**src/rtl/alu_share_arbiter_pkg.sv**
```systemverilog
// -----------------------------------------------------------------------------
// alu_share_arbiter_pkg
// Shared definitions for the ALU sharing arbiter and the ALU it feeds:
//   - ALU function codes (codes 0xE/0xF are unassigned and produce result 0)
//   - condition-code flag bit positions inside the CCR
//   - default operand width, CCR width and starvation limit
// No ports (package).
// -----------------------------------------------------------------------------
package alu_share_arbiter_pkg;

    localparam int WIDTH_DEF        = 16;
    localparam int NFLAGS_DEF       = 5;
    localparam int STARVE_LIMIT_DEF = 4;

    // ALU function codes as seen on alu_func.
    typedef enum logic [3:0] {
        FUNC_NOP  = 4'h0,
        FUNC_SETC = 4'h1,
        FUNC_CLRC = 4'h2,
        FUNC_MOV1 = 4'h3,
        FUNC_MOV2 = 4'h4,
        FUNC_NOT  = 4'h5,
        FUNC_INC  = 4'h6,
        FUNC_DEC  = 4'h7,
        FUNC_ADD  = 4'h8,
        FUNC_SUB  = 4'h9,
        FUNC_AND  = 4'hA,
        FUNC_OR   = 4'hB,
        FUNC_SHL  = 4'hC,
        FUNC_SHR  = 4'hD
    } alu_func_e;

    // CCR bit positions; bits above FLAG_C are reserved and passed through.
    localparam int FLAG_Z = 0;
    localparam int FLAG_N = 1;
    localparam int FLAG_C = 2;

    // Requester identities as carried on rsp_id.
    localparam logic PORT_EXE = 1'b0;  // pipeline execute stage
    localparam logic PORT_AUX = 1'b1;  // stack / interrupt unit

    // Width of a counter that must hold the values 0..limit inclusive.
    function automatic int cnt_width(input int limit);
        return (limit < 1) ? 1 : $clog2(limit + 1);
    endfunction

endpackage

```
**src/rtl/alu_share_arbiter_if.sv**
```systemverilog
// -----------------------------------------------------------------------------
// alu_share_arbiter_if
// Request/response bundle between the two ALU requesters and the arbiter.
//
// Handshake: a requester raises reqN_valid together with its operands,
// function and flag_we and holds them until it sees reqN_ready high in the
// same cycle; the operation transfers on the rising edge where both are high.
// reqN_ready is combinational from the valids and may drop at any time; a
// requester must never wait for ready before raising valid. rsp_valid is a
// one-cycle pulse exactly one cycle after the transfer, with rsp_id naming
// the port that owns it; rsp_result/rsp_flags hold their last value when
// rsp_valid is low.
//
// Modports:
//   master - requester side: drives req*, observes ready and rsp*
//   slave  - arbiter side:   drives ready and rsp*, observes req*
// -----------------------------------------------------------------------------
interface alu_share_arbiter_if #(
    parameter int WIDTH  = 16,
    parameter int NFLAGS = 5
);
    logic              req0_valid;
    logic              req0_ready;
    logic [WIDTH-1:0]  req0_op1;
    logic [WIDTH-1:0]  req0_op2;
    logic [3:0]        req0_func;
    logic              req0_flag_we;

    logic              req1_valid;
    logic              req1_ready;
    logic [WIDTH-1:0]  req1_op1;
    logic [WIDTH-1:0]  req1_op2;
    logic [3:0]        req1_func;
    logic              req1_flag_we;

    logic              rsp_valid;
    logic              rsp_id;
    logic [WIDTH-1:0]  rsp_result;
    logic [NFLAGS-1:0] rsp_flags;

    modport master (
        output req0_valid, req0_op1, req0_op2, req0_func, req0_flag_we,
        output req1_valid, req1_op1, req1_op2, req1_func, req1_flag_we,
        input  req0_ready, req1_ready,
        input  rsp_valid, rsp_id, rsp_result, rsp_flags
    );

    modport slave (
        input  req0_valid, req0_op1, req0_op2, req0_func, req0_flag_we,
        input  req1_valid, req1_op1, req1_op2, req1_func, req1_flag_we,
        output req0_ready, req1_ready,
        output rsp_valid, rsp_id, rsp_result, rsp_flags
    );
endinterface

```
**src/rtl/alu_share_arbiter_grant_ctrl.sv**
```systemverilog
// -----------------------------------------------------------------------------
// alu_share_arbiter_grant_ctrl
// Fixed-priority arbiter (port 0 preferred) with a starvation counter that
// forces a port-1 win after STARVE_LIMIT consecutive lost cycles.
//
// Ports:
//   clk, rst_n        clock, asynchronous active-low reset
//   hold_i            stall: no grant, counter frozen
//   req0_valid_i      port 0 request
//   req1_valid_i      port 1 request
//   gnt0_o, gnt1_o    one-hot grant (both low when idle), combinational
//   starve_cnt_o      current starvation count (debug visibility)
// -----------------------------------------------------------------------------
module alu_share_arbiter_grant_ctrl
    import alu_share_arbiter_pkg::*;
#(
    parameter int STARVE_LIMIT = STARVE_LIMIT_DEF,
    parameter int CNT_W        = cnt_width(STARVE_LIMIT)
) (
    input  logic             clk,
    input  logic             rst_n,
    input  logic             hold_i,
    input  logic             req0_valid_i,
    input  logic             req1_valid_i,
    output logic             gnt0_o,
    output logic             gnt1_o,
    output logic [CNT_W-1:0] starve_cnt_o
);

    localparam logic [CNT_W-1:0] LIMIT_C = CNT_W'(STARVE_LIMIT);

    logic [CNT_W-1:0] starve_cnt_q;
    logic [CNT_W-1:0] starve_cnt_d;
    logic             can_grant;
    logic             force1;

    // Grants are also suppressed while reset is asserted so that nothing is
    // handed out to a requester the datapath is not going to answer.
    assign can_grant = rst_n && !hold_i;
    assign force1    = (starve_cnt_q == LIMIT_C);

    always_comb begin
        gnt0_o = 1'b0;
        gnt1_o = 1'b0;
        if (can_grant) begin
            if (req0_valid_i && !(req1_valid_i && force1)) begin
                gnt0_o = 1'b1;
            end else if (req1_valid_i) begin
                gnt1_o = 1'b1;
            end
        end
    end

    // Count cycles where port 1 asks and loses; saturate so the forced win
    // persists until port 1 actually takes it.
    always_comb begin
        starve_cnt_d = starve_cnt_q;
        if (!hold_i) begin
            if (!req1_valid_i || gnt1_o) begin
                starve_cnt_d = '0;
            end else if (starve_cnt_q != LIMIT_C) begin
                starve_cnt_d = starve_cnt_q + 1'b1;
            end
        end
    end

    always_ff @(posedge clk or negedge rst_n) begin
        if (!rst_n) begin
            starve_cnt_q <= '0;
        end else begin
            starve_cnt_q <= starve_cnt_d;
        end
    end

    assign starve_cnt_o = starve_cnt_q;

endmodule

```
**src/rtl/alu_share_arbiter.sv**
```systemverilog
// -----------------------------------------------------------------------------
// alu_share_arbiter
// Shares the single execute-stage ALU between the pipeline execute stage
// (port 0) and the stack/interrupt unit (port 1). Grants at most one op per
// cycle, steers the winner's operands/function to the ALU, registers the
// ALU result/flags as a one-cycle response and owns the CCR fed back to the
// ALU.
//
// Ports:
//   clk, rst_n        clock, asynchronous active-low reset
//   hold              hazard stall; no grant while high
//   ccr_load, ccr_in  restore the CCR (RTI); wins over any flag write
//   ccr               current CCR
//   alu_op1/op2/func  to ALU (0 / NOP when nothing is granted)
//   alu_flags_in      to ALU, always the registered CCR
//   alu_result        from ALU, combinational
//   alu_flags_out     from ALU, combinational
//   dbg_starve_cnt    starvation counter of the arbiter
//   bus               request/response interface (slave side)
// -----------------------------------------------------------------------------
module alu_share_arbiter
    import alu_share_arbiter_pkg::*;
#(
    parameter int WIDTH        = WIDTH_DEF,
    parameter int NFLAGS       = NFLAGS_DEF,
    parameter int STARVE_LIMIT = STARVE_LIMIT_DEF
) (
    input  logic                                 clk,
    input  logic                                 rst_n,
    input  logic                                 hold,
    input  logic                                 ccr_load,
    input  logic [NFLAGS-1:0]                    ccr_in,
    output logic [NFLAGS-1:0]                    ccr,
    output logic [WIDTH-1:0]                     alu_op1,
    output logic [WIDTH-1:0]                     alu_op2,
    output logic [3:0]                           alu_func,
    output logic [NFLAGS-1:0]                    alu_flags_in,
    input  logic [WIDTH-1:0]                     alu_result,
    input  logic [NFLAGS-1:0]                    alu_flags_out,
    output logic [cnt_width(STARVE_LIMIT)-1:0]   dbg_starve_cnt,
    alu_share_arbiter_if.slave                   bus
);

    logic              gnt0;
    logic              gnt1;
    logic              grant;
    logic              sel_flag_we;

    logic [NFLAGS-1:0] ccr_q;
    logic [NFLAGS-1:0] ccr_d;

    logic              rsp_valid_q;
    logic              rsp_valid_d;
    logic              rsp_id_q;
    logic              rsp_id_d;
    logic [WIDTH-1:0]  rsp_result_q;
    logic [WIDTH-1:0]  rsp_result_d;
    logic [NFLAGS-1:0] rsp_flags_q;
    logic [NFLAGS-1:0] rsp_flags_d;

    alu_share_arbiter_grant_ctrl #(
        .STARVE_LIMIT (STARVE_LIMIT)
    ) u_grant_ctrl (
        .clk          (clk),
        .rst_n        (rst_n),
        .hold_i       (hold),
        .req0_valid_i (bus.req0_valid),
        .req1_valid_i (bus.req1_valid),
        .gnt0_o       (gnt0),
        .gnt1_o       (gnt1),
        .starve_cnt_o (dbg_starve_cnt)
    );

    assign grant          = gnt0 || gnt1;
    assign bus.req0_ready = gnt0;
    assign bus.req1_ready = gnt1;

    // Operand steering; an idle ALU sees zeros and NOP so its outputs stay
    // quiet when nobody owns it.
    always_comb begin
        alu_op1     = '0;
        alu_op2     = '0;
        alu_func    = FUNC_NOP;
        sel_flag_we = 1'b0;
        if (gnt0) begin
            alu_op1     = bus.req0_op1;
            alu_op2     = bus.req0_op2;
            alu_func    = bus.req0_func;
            sel_flag_we = bus.req0_flag_we;
        end else if (gnt1) begin
            alu_op1     = bus.req1_op1;
            alu_op2     = bus.req1_op2;
            alu_func    = bus.req1_func;
            sel_flag_we = bus.req1_flag_we;
        end
    end

    // The ALU always consumes the registered CCR, so an op granted this cycle
    // sees flags written by the op granted in the previous cycle.
    assign alu_flags_in = ccr_q;
    assign ccr          = ccr_q;

    // RTI restore outranks any flag write from a same-cycle grant.
    always_comb begin
        ccr_d = ccr_q;
        if (ccr_load) begin
            ccr_d = ccr_in;
        end else if (grant && sel_flag_we) begin
            ccr_d = alu_flags_out;
        end
    end

    // Response captures the raw ALU flags regardless of flag_we/ccr_load so
    // the requester always sees what its own op produced.
    always_comb begin
        rsp_valid_d  = grant;
        rsp_id_d     = rsp_id_q;
        rsp_result_d = rsp_result_q;
        rsp_flags_d  = rsp_flags_q;
        if (grant) begin
            rsp_id_d     = gnt1 ? PORT_AUX : PORT_EXE;
            rsp_result_d = alu_result;
            rsp_flags_d  = alu_flags_out;
        end
    end

    always_ff @(posedge clk or negedge rst_n) begin
        if (!rst_n) begin
            ccr_q        <= '0;
            rsp_valid_q  <= 1'b0;
            rsp_id_q     <= 1'b0;
            rsp_result_q <= '0;
            rsp_flags_q  <= '0;
        end else begin
            ccr_q        <= ccr_d;
            rsp_valid_q  <= rsp_valid_d;
            rsp_id_q     <= rsp_id_d;
            rsp_result_q <= rsp_result_d;
            rsp_flags_q  <= rsp_flags_d;
        end
    end

    assign bus.rsp_valid  = rsp_valid_q;
    assign bus.rsp_id     = rsp_id_q;
    assign bus.rsp_result = rsp_result_q;
    assign bus.rsp_flags  = rsp_flags_q;

endmodule

```
**src/flat_wrapper.sv**
```systemverilog
// flat-port wrapper written by rule: the top's interface ports become plain ports
module alu_share_arbiter_flat import alu_share_arbiter_pkg::*;
#(
    parameter int WIDTH        = WIDTH_DEF,
    parameter int NFLAGS       = NFLAGS_DEF,
    parameter int STARVE_LIMIT = STARVE_LIMIT_DEF
)
  (clk, rst_n, hold, ccr_load, ccr_in, ccr, alu_op1, alu_op2, alu_func, alu_flags_in, alu_result, alu_flags_out, dbg_starve_cnt, bus_req0_valid, bus_req0_op1, bus_req0_op2, bus_req0_func, bus_req0_flag_we, bus_req1_valid, bus_req1_op1, bus_req1_op2, bus_req1_func, bus_req1_flag_we, bus_req0_ready, bus_req1_ready, bus_rsp_valid, bus_rsp_id, bus_rsp_result, bus_rsp_flags);
  alu_share_arbiter_if #(.WIDTH(WIDTH), .NFLAGS(NFLAGS)) bus_i ();
  input  logic clk;
  input  logic rst_n;
  input  logic hold;
  input  logic ccr_load;
  input  logic [NFLAGS-1:0] ccr_in;
  output logic [NFLAGS-1:0] ccr;
  output logic [WIDTH-1:0] alu_op1;
  output logic [WIDTH-1:0] alu_op2;
  output logic [3:0] alu_func;
  output logic [NFLAGS-1:0] alu_flags_in;
  input  logic [WIDTH-1:0] alu_result;
  input  logic [NFLAGS-1:0] alu_flags_out;
  output logic [cnt_width(STARVE_LIMIT)-1:0] dbg_starve_cnt;
  input wire logic [$bits(bus_i.req0_valid)-1:0] bus_req0_valid;
  input wire logic [$bits(bus_i.req0_op1)-1:0] bus_req0_op1;
  input wire logic [$bits(bus_i.req0_op2)-1:0] bus_req0_op2;
  input wire logic [$bits(bus_i.req0_func)-1:0] bus_req0_func;
  input wire logic [$bits(bus_i.req0_flag_we)-1:0] bus_req0_flag_we;
  input wire logic [$bits(bus_i.req1_valid)-1:0] bus_req1_valid;
  input wire logic [$bits(bus_i.req1_op1)-1:0] bus_req1_op1;
  input wire logic [$bits(bus_i.req1_op2)-1:0] bus_req1_op2;
  input wire logic [$bits(bus_i.req1_func)-1:0] bus_req1_func;
  input wire logic [$bits(bus_i.req1_flag_we)-1:0] bus_req1_flag_we;
  output wire logic [$bits(bus_i.req0_ready)-1:0] bus_req0_ready;
  output wire logic [$bits(bus_i.req1_ready)-1:0] bus_req1_ready;
  output wire logic [$bits(bus_i.rsp_valid)-1:0] bus_rsp_valid;
  output wire logic [$bits(bus_i.rsp_id)-1:0] bus_rsp_id;
  output wire logic [$bits(bus_i.rsp_result)-1:0] bus_rsp_result;
  output wire logic [$bits(bus_i.rsp_flags)-1:0] bus_rsp_flags;
  assign bus_i.req0_valid = bus_req0_valid;
  assign bus_i.req0_op1 = bus_req0_op1;
  assign bus_i.req0_op2 = bus_req0_op2;
  assign bus_i.req0_func = bus_req0_func;
  assign bus_i.req0_flag_we = bus_req0_flag_we;
  assign bus_i.req1_valid = bus_req1_valid;
  assign bus_i.req1_op1 = bus_req1_op1;
  assign bus_i.req1_op2 = bus_req1_op2;
  assign bus_i.req1_func = bus_req1_func;
  assign bus_i.req1_flag_we = bus_req1_flag_we;
  assign bus_req0_ready = bus_i.req0_ready;
  assign bus_req1_ready = bus_i.req1_ready;
  assign bus_rsp_valid = bus_i.rsp_valid;
  assign bus_rsp_id = bus_i.rsp_id;
  assign bus_rsp_result = bus_i.rsp_result;
  assign bus_rsp_flags = bus_i.rsp_flags;
  alu_share_arbiter #(.WIDTH(WIDTH), .NFLAGS(NFLAGS), .STARVE_LIMIT(STARVE_LIMIT)) u_core (.clk(clk), .rst_n(rst_n), .hold(hold), .ccr_load(ccr_load), .ccr_in(ccr_in), .ccr(ccr), .alu_op1(alu_op1), .alu_op2(alu_op2), .alu_func(alu_func), .alu_flags_in(alu_flags_in), .alu_result(alu_result), .alu_flags_out(alu_flags_out), .dbg_starve_cnt(dbg_starve_cnt), .bus(bus_i));
endmodule
```
**config.mk**
```make
export PLATFORM = sky130hd
export DESIGN_NAME = alu_share_arbiter_flat
export DESIGN_NICKNAME = d
export VERILOG_FILES = /design/src/rtl/alu_share_arbiter_pkg.sv /design/src/rtl/alu_share_arbiter_if.sv /design/src/rtl/alu_share_arbiter_grant_ctrl.sv /design/src/rtl/alu_share_arbiter.sv /design/src/flat_wrapper.sv
export SDC_FILE = /design/constraint.sdc
export NUM_CORES = 1
export LEC_CHECK = 0
export CORE_UTILIZATION = 26
export DETAILED_ROUTE_END_ITERATION = 6
export PLACE_DENSITY = 0.78
export SYNTH_ARGS = -nofsm -noshare
export SYNTH_HDL_FRONTEND = slang
export SYNTH_SLANG_ARGS = --single-unit
export TNS_END_PERCENT = 5
```
**constraint.sdc**
```tcl
create_clock -name clk -period 2.06 [get_ports clk]
set_clock_uncertainty 0.2 [all_clocks]
set_input_delay 0.309 -clock clk [delete_from_list [all_inputs] [get_ports clk]]
set_output_delay 0.309 -clock clk [all_outputs]
set_load 0.01 [all_outputs]
```
==> reports/qor.yml, run 1 <==
yosys:
  synth.largest_area_cell: "dfrtp_1"
  synth_flop_cell: "dfrtp_1"
  ys_types: 22
  synth_area_leaders: "dfrtp_1 46%, mux2_2 21%, a22o_1 19%"
  avgSynthCellArea_sq_um: 12.2
  ys_ff_latch: 31
  synth-edff-count: 0
  netlist_area_sq_um: 1690
  seq_area_frac_synth: 0.459
  syn_inst: 138
  yosysTopAreaCellShare: 0.459
  synth_fp_nets: 246
  async_reset_ff_frac: 1.00
  yosysWarningCount: 0
global_route:
  grt_pass1_wl_um: 9640
  grt_pass1_vias: 1953
  track_usage: 0.190
  grt_overflow: 0
  antenna_found_initial: 0
  grt_max_degree: 33
route:
  ant_nets: 0
  detail_route.first_pass.iterations: 6
  drc: 0
  drt_iter0_drc: 40
  avgRoutedWirePerCell_um: 16.5
  via_per_inst: 4.64
  routed_wl_um: 6860
  vias: 1929
sta:
  tightest_slew_ps: 404
  worst_hold_slack_ps: -0.403
  slew_viol_final: 0
  setup_slack_ps: -249
  relSlewSlack: 0.730
  hold_violations: 1
  tns_ps: -10130
  period_share: 1.12
  fmax_ghz: 0.433
  post-route-min-period_ps: 2310
  rsz0062_at_grt: "true"
  setup_viol: 63
clock_network:
  clk_path_buf_depth: 2
  root_buffer: "clkbuf_8"
  cts_hold_buf: 0
  worstSkewPairLatency_ps: 270
  htree_levels: 2
  path_clk_slew_ps: 60
  tritoncts: "yes"
  cts_buffers: 5
  cts.sinks: 31
layout:
  n_antenna_cell: 0
  fill_cells: 532
  drive_gt1_frac: 0.345
  fin_util: 0.611
  num-nets-final: 446
  syn2layout_area_growth_pct: 129
job:
  drv_cap: 0
placed_design:
  hpwl_um: 4980
  place.gp.congestion: 0.801
  io_buffers: 179
setup_path:
  cp.required_ps: 1550
  end_kind: "primary output"
  critPathMaxFanout: 10
  cpPeakStageDelay_ps: 360
  startpoint_type: "flop"
  path_cells: "inv_2 > ha_4 > a21boi_2 > nor3b_4 > buf_6 > buf_12 > buf_16 > a22o_1 > buf_2"
  worst-setup-path-type: "flop to primary output"
  arrival_ps: 1800
  critPathSlowestCell: "dfrtp_1"
hold_path:
  hold_class: "input port to async pin"
run_status:
  failed_checks: "hold timing, setup timing"
  status: "finished, violations left"
floorplanning:
  fp.dieH_um: 82.6
  ios: 180
  start_util: 0.268
  num_rows: 29
  die_area_sq_um: 6820
  core-area_sq_um: 6310
  die_x_um: 82.6
pwr:
  p_total_uw: 2390
  leakage_uw: 0.00174
  irDropWorstVdd_mv: 0.494
  cellPowerDensity_nw_per_um2: 618
cell usage after synthesis, types with 2 or more instances:
| master | number |
|---|---|
| buf_1 | 3 |
| nor2_1 | 2 |
| inv_1 | 5 |
| nor3_1 | 2 |
| ha_1 | 2 |
| buf_2 | 6 |
| clkbuf_1 | 2 |
| a21oi_1 | 2 |
| a22o_1 | 37 |
| dfrtp_1 | 31 |
| mux2_2 | 31 |
| buf_4 | 5 |
layout by cell type (no fill, tap or decap):
cell               n
ha_4               1
clkbuf_1           1
nor3b_4            1
buf_2             36
dfrtp_1           31
a21oi_1            2
nand2_1            1
o21bai_2           1
buf_4             15
mux2_2            27
a221o_2            1
clkbuf_16          2
inv_2              2
clkbuf_8           7
dlymetal6s2s_1     1
ha_1               1
buf_6              9
inv_1              3
a21boi_2           1
clkdlybuf4s50_1  138
buf_12             4
and3_4             1
nand3_4            1
nor2_1             1
a22o_1            37
mux2_4             4
dlygate4sd2_1      2
nor2b_4            1
nor2_4             1
o31ai_1            1
buf_16             2
mux2_1             1
nor3_1             2
area by class of cell:
cell class                 count  area, sq um  area share
timing repair buffer         209         1990       0.516
inverter                       5         18.8     0.00486
multi-input combinational     86          878       0.228
clock buffer                   8          100      0.0259
sequential                    31          776       0.201
tap                           77         96.3      0.0250
state kept, by name, indices dropped and copies added (netlist names):
signal                            flops
u_core.bus.rsp_valid                  1
u_core.u_grant_ctrl.starve_cnt_o      3
u_core.alu_flags_in                   5
u_core.bus.rsp_result                16
u_core.bus.rsp_id                     1
u_core.bus.rsp_flags                  5
report_power, final:
group	switching, uW	internal (uW)	total (uW)
logic	355	699	1050
registers	75.8	743	818
clock network	209	305	513
final timing paths:
kind	start	cells past startpoint	to	slack [ps]
min reg2reg	u_core.bus.rsp_result[11]	1	u_core.bus.rsp_result[11]	300
min	rst_n	2	u_core.bus.rsp_id	-0.4
max reg2reg	u_core.u_grant_ctrl.starve_cnt_o[0]	8	u_core.alu_flags_in[3]	-180
min in group clk	bus_req1_valid	3	u_core.bus.rsp_id	230
max in group asynchronous	rst_n	2	u_core.bus.rsp_flags[1]	1370
max	u_core.u_grant_ctrl.starve_cnt_o[0]	9	alu_op2[6]	-250
critical path: cells and delay by family, from the launching register on:
family	cells	cell delay [ps]
AOI/OAI and AO/OA	2	370
adders and majority gates	1	160
buffers and inverters	5	560
DFF	1	360
and+or+nand+nor	1	70
per-stage QoR:
stage                     instances  worst slack [ps]  cell area, sq um  hold slack [ps]
final                           416              -249              3860           -0.403
after global routing            416              -305              3860             56.3
after CTS                       415              -249              3820             7.09
after detailed placement        394              -658              3670              291
after global placement          394              -644              3670              276
after floorplan                 138             -11.8              1690             -187
timing repair:
item | in CTS | in global routing
hold endpoints to repair | 0 | 0
pin swaps | 12 | 19
endpoints found under the setup margin | 64 | 64
setup buffers | 10 | 1
gates cloned | 3 | 2
resized for setup | 176 | 7
cell families after synthesis:
family | share of synthesized area
multiplexers | 0.213
flip-flops | 0.459
AO/OA/AOI/OAI | 0.217
AND/OR/NAND/NOR | 0.0333
buffers and inverters | 0.0622
adder cells (fa/ha/maj) | 0.0148
layer usage:
| metal | global-route usage | part of all wire | up-vias | wire length (um) |
|---|---|---|---|---|
| met4 | 0.0483 | 0.0079 | 0 | 54 |
| met3 | 0.0407 | 0.053 | 6 | 366 |
| met2 | 0.348 | 0.53 | 68 | 3650 |
| met1 | 0.224 | 0.41 | 932 | 2790 |
| li1 | - | - | 923 | - |
| met5 | 0 | 0 | - | 0 |
No activity file was read; power rests on OpenSTA's default activity.
==> run 2, diff against run 1 <==
Settings changed: CORE_UTILIZATION 26 to 29, PLACE_DENSITY 0.78 to 0.82.
Clock period 2.06 ns to 2.6 ns, I/O delays scaled along.
==> run 2 against run 1 <==
Effect of this change: the flow finishes with violations (hold timing); clock power shrank 31%; critical path depth is the same; power shrank 26%; setup slack gained 300 ps; combinational power shrank 28%; non-clock buffer count shrank 16; sequential power shrank 20%; utilization grew 5.7 points; first-iteration DRC count grew 25%; largest cell class unchanged.
==> reports/qor.yml, run 2 (same netlist as run 1, synthesis figures left out) <==
setup_path:
  path_cells: "clkdlybuf4s50_1 > a21boi_4 > nor3b_4 > buf_6 > buf_4 > buf_6 > buf_16 > a22o_1 > buf_2"  # was inv_2 > ha_4 > a21boi_2 > nor3b_4 > buf_6 > buf_12 > buf_16 > a22o_1 > buf_2
  worst-setup-path-type: "input port to primary output"  # was flop to primary output
  r2r_slack_ps: 240  # was -180 ps
  path_delay_family: "buffers and inverters"  # unchanged
  critPathMaxFanout: 16  # was 10
  cpPeakStageDelay_ps: 490  # was 360 ps
  cp.required_ps: 2010  # was 1550 ps
  end_kind: "primary output"  # unchanged
  cpMostUsedCell: "buf_6"
  rr_startpoint: "u_core.u_grant_ctrl.starve_cnt_o[1]"  # was u_core.u_grant_ctrl.starve_cnt_o[0]
  r2r-end: "u_core.alu_flags_in[3]"  # unchanged
  rr_worst_depth: 10  # was 8
  arrival_ps: 1960  # was 1800 ps
  startpoint_type: "input port"  # was flop
  critPathSlowestCell: "clkdlybuf4s50_1"  # was dfrtp_1
  cp_num_buf_inv: 6  # was 5
placed_design:
  pre_cts_slack_ps: -328  # was -658 ps
  io_buffers: 179  # unchanged
  place.gp.congestion: 0.799  # was 0.801
  hpwl_um: 4740  # was 4980 um
sta:
  setup_slack_ps: 48.0  # was -249 ps
  fmax_ghz: 0.392
  slew_viol_final: 0  # unchanged
  post-route-min-period_ps: 2550
  worst_hold_slack_ps: -8.14  # was -0.403 ps
  setup_viol: 0  # was 63
  rsz0062_at_grt: "true"  # unchanged
  tightest_slew_ps: 394  # was 404 ps
  period_share: 0.982
  relSlewSlack: 0.738  # was 0.730
  hold_violations: 24  # was 1
global_route:
  antenna_found_initial: 0  # unchanged
  grt_overflow: 0  # unchanged
  grt_pass1_wl_um: 9500  # was 9640 um
  grt_max_degree: 33  # unchanged
  grt_pass1_vias: 1920  # was 1953
  track_usage: 0.198  # was 0.190
route:
  detail_route.first_pass.iterations: 4  # was 6
  drc: 0  # unchanged
  vias: 1834  # was 1929
  via_per_inst: 4.64  # about the same
  avgRoutedWirePerCell_um: 15.2  # was 16.5 um
  drt_iter0_drc: 50  # was 40
  routed_wl_um: 6000  # was 6860 um
  ant_nets: 0  # unchanged
clock_network:
  cts.sinks: 31  # unchanged
  tritoncts: "yes"  # unchanged
  worstSkewPairLatency_ps: 270  # about the same
  root_buffer: "clkbuf_8"  # unchanged
  htree_levels: 2  # unchanged
  cts_hold_buf: 0  # unchanged
  clk_path_buf_depth: 2  # unchanged
  cts_buffers: 5  # unchanged
  path_clk_slew_ps: 60  # about the same
run_status:
  status: "finished, violations left"  # unchanged
  failed_checks: "hold timing"  # was hold timing, setup timing
layout:
  largest_reg_flops: 16  # unchanged
  fill_cells: 462  # was 532
  fin_util: 0.668  # was 0.611
  num-nets-final: 430  # was 446
  drive_gt1_frac: 0.226  # was 0.345
  final_common_cell: "clkdlybuf4s50_1"  # unchanged
  n_antenna_cell: 0  # unchanged
  layout_common_cells: "138 x clkdlybuf4s50_1, 37 x a22o_1, 31 x mux2_2, 31 x dfrtp_1, 17 x dlygate4sd2_1"  # was 138 x clkdlybuf4s50_1, 37 x a22o_1, 36 x buf_2
  syn2layout_area_growth_pct: 120  # was 129%
pwr:
  irDropWorstVdd_mv: 0.434  # was 0.494 mV
  cellPowerDensity_nw_per_um2: 473  # was 618 nW/um^2
  leakage_uw: 0.00175  # was 0.00174 uW
  p_total_uw: 1760  # was 2390 uW
floorplanning:
  core-area_sq_um: 5570  # was 6310 sq um
  start_util: 0.303  # was 0.268
  die_area_sq_um: 6130  # was 6820 sq um
  die_x_um: 78.3  # was 82.6 um
  num_rows: 27  # was 29
  ios: 180  # unchanged
  fp.dieH_um: 78.3  # was 82.6 um
hold_path:
  hold_class: "input port to async pin"  # unchanged
job:
  drv_cap: 0  # unchanged
-- run 2: cell count changes in the layout (fill, tap and decap cells not counted), sizes merged --
cell	before	now
buf	66	28
dlygate4sd2	2	17
dlymetal6s2s	1	9
clkbuf	10	7
clkdlybuf4s15	0	1
clkinv	0	1
-- run 2: metrics by stage --
step                setup TNS [ps]  area [sq um]  std cells  hold slack [ps]
floorplan                        0          1690        138             -106
global placement             -9130          3620        383              276
detailed placement           -9440          3620        383              288
CTS                           -913          3680        394              306
global route                  -339          3720        395             30.6
finish                           0          3720        395            -8.14
-- run 2: area by class of cell --
class                   instances  area [sq um]  share of cell area
clock inverters                 1          5.00             0.00134
multi-input cells              86           848               0.228
repair buffers                193          1910               0.513
flip-flops and latches         31           776               0.208
well taps                      72          90.1              0.0242
inverters                       5          18.8             0.00504
clock buffers                   7          76.3              0.0205
-- run 2: timing repair --
| item | CTS | global route |
|---|---|---|
| buffers inserted | 2 | 1 |
| resized for setup | 83 | 13 |
| pin swaps | 1 | 4 |
| endpoints found under the setup margin | 38 | 25 |
| cloned | 1 | 0 |
-- run 2: layer usage --
metal  share of wire  GRT usage  vias up
met1            0.40      0.234      855
met4           0.017     0.0407        0
met3           0.059     0.0488       10
li1                -          -      886
met5               0          0        -
met2            0.52      0.362       83
-- run 2: power breakdown --
group / internal [uW] / switching [uW]
combinational: 507 / 253
sequential: 588 / 63.2
clock: 187 / 164
-- run 2: worst max-delay path by stage --
stage	startpoint	end	slack [ps]	depth (start not counted)
5_1_grt	u_core.u_grant_ctrl.starve_cnt_o[0]	alu_func[1]	-50	10
4_1_cts	rst_n	alu_op1[13]	-180	6
6_report	bus_req0_valid	alu_func[1]	50	9
2_1_floorplan	u_core.u_grant_ctrl.starve_cnt_o[0]	alu_func[0]	370	7
3_3_place_gp	rst_n	alu_op1[7]	-310	6
3_5_place_dp	rst_n	alu_op1[7]	-330	6
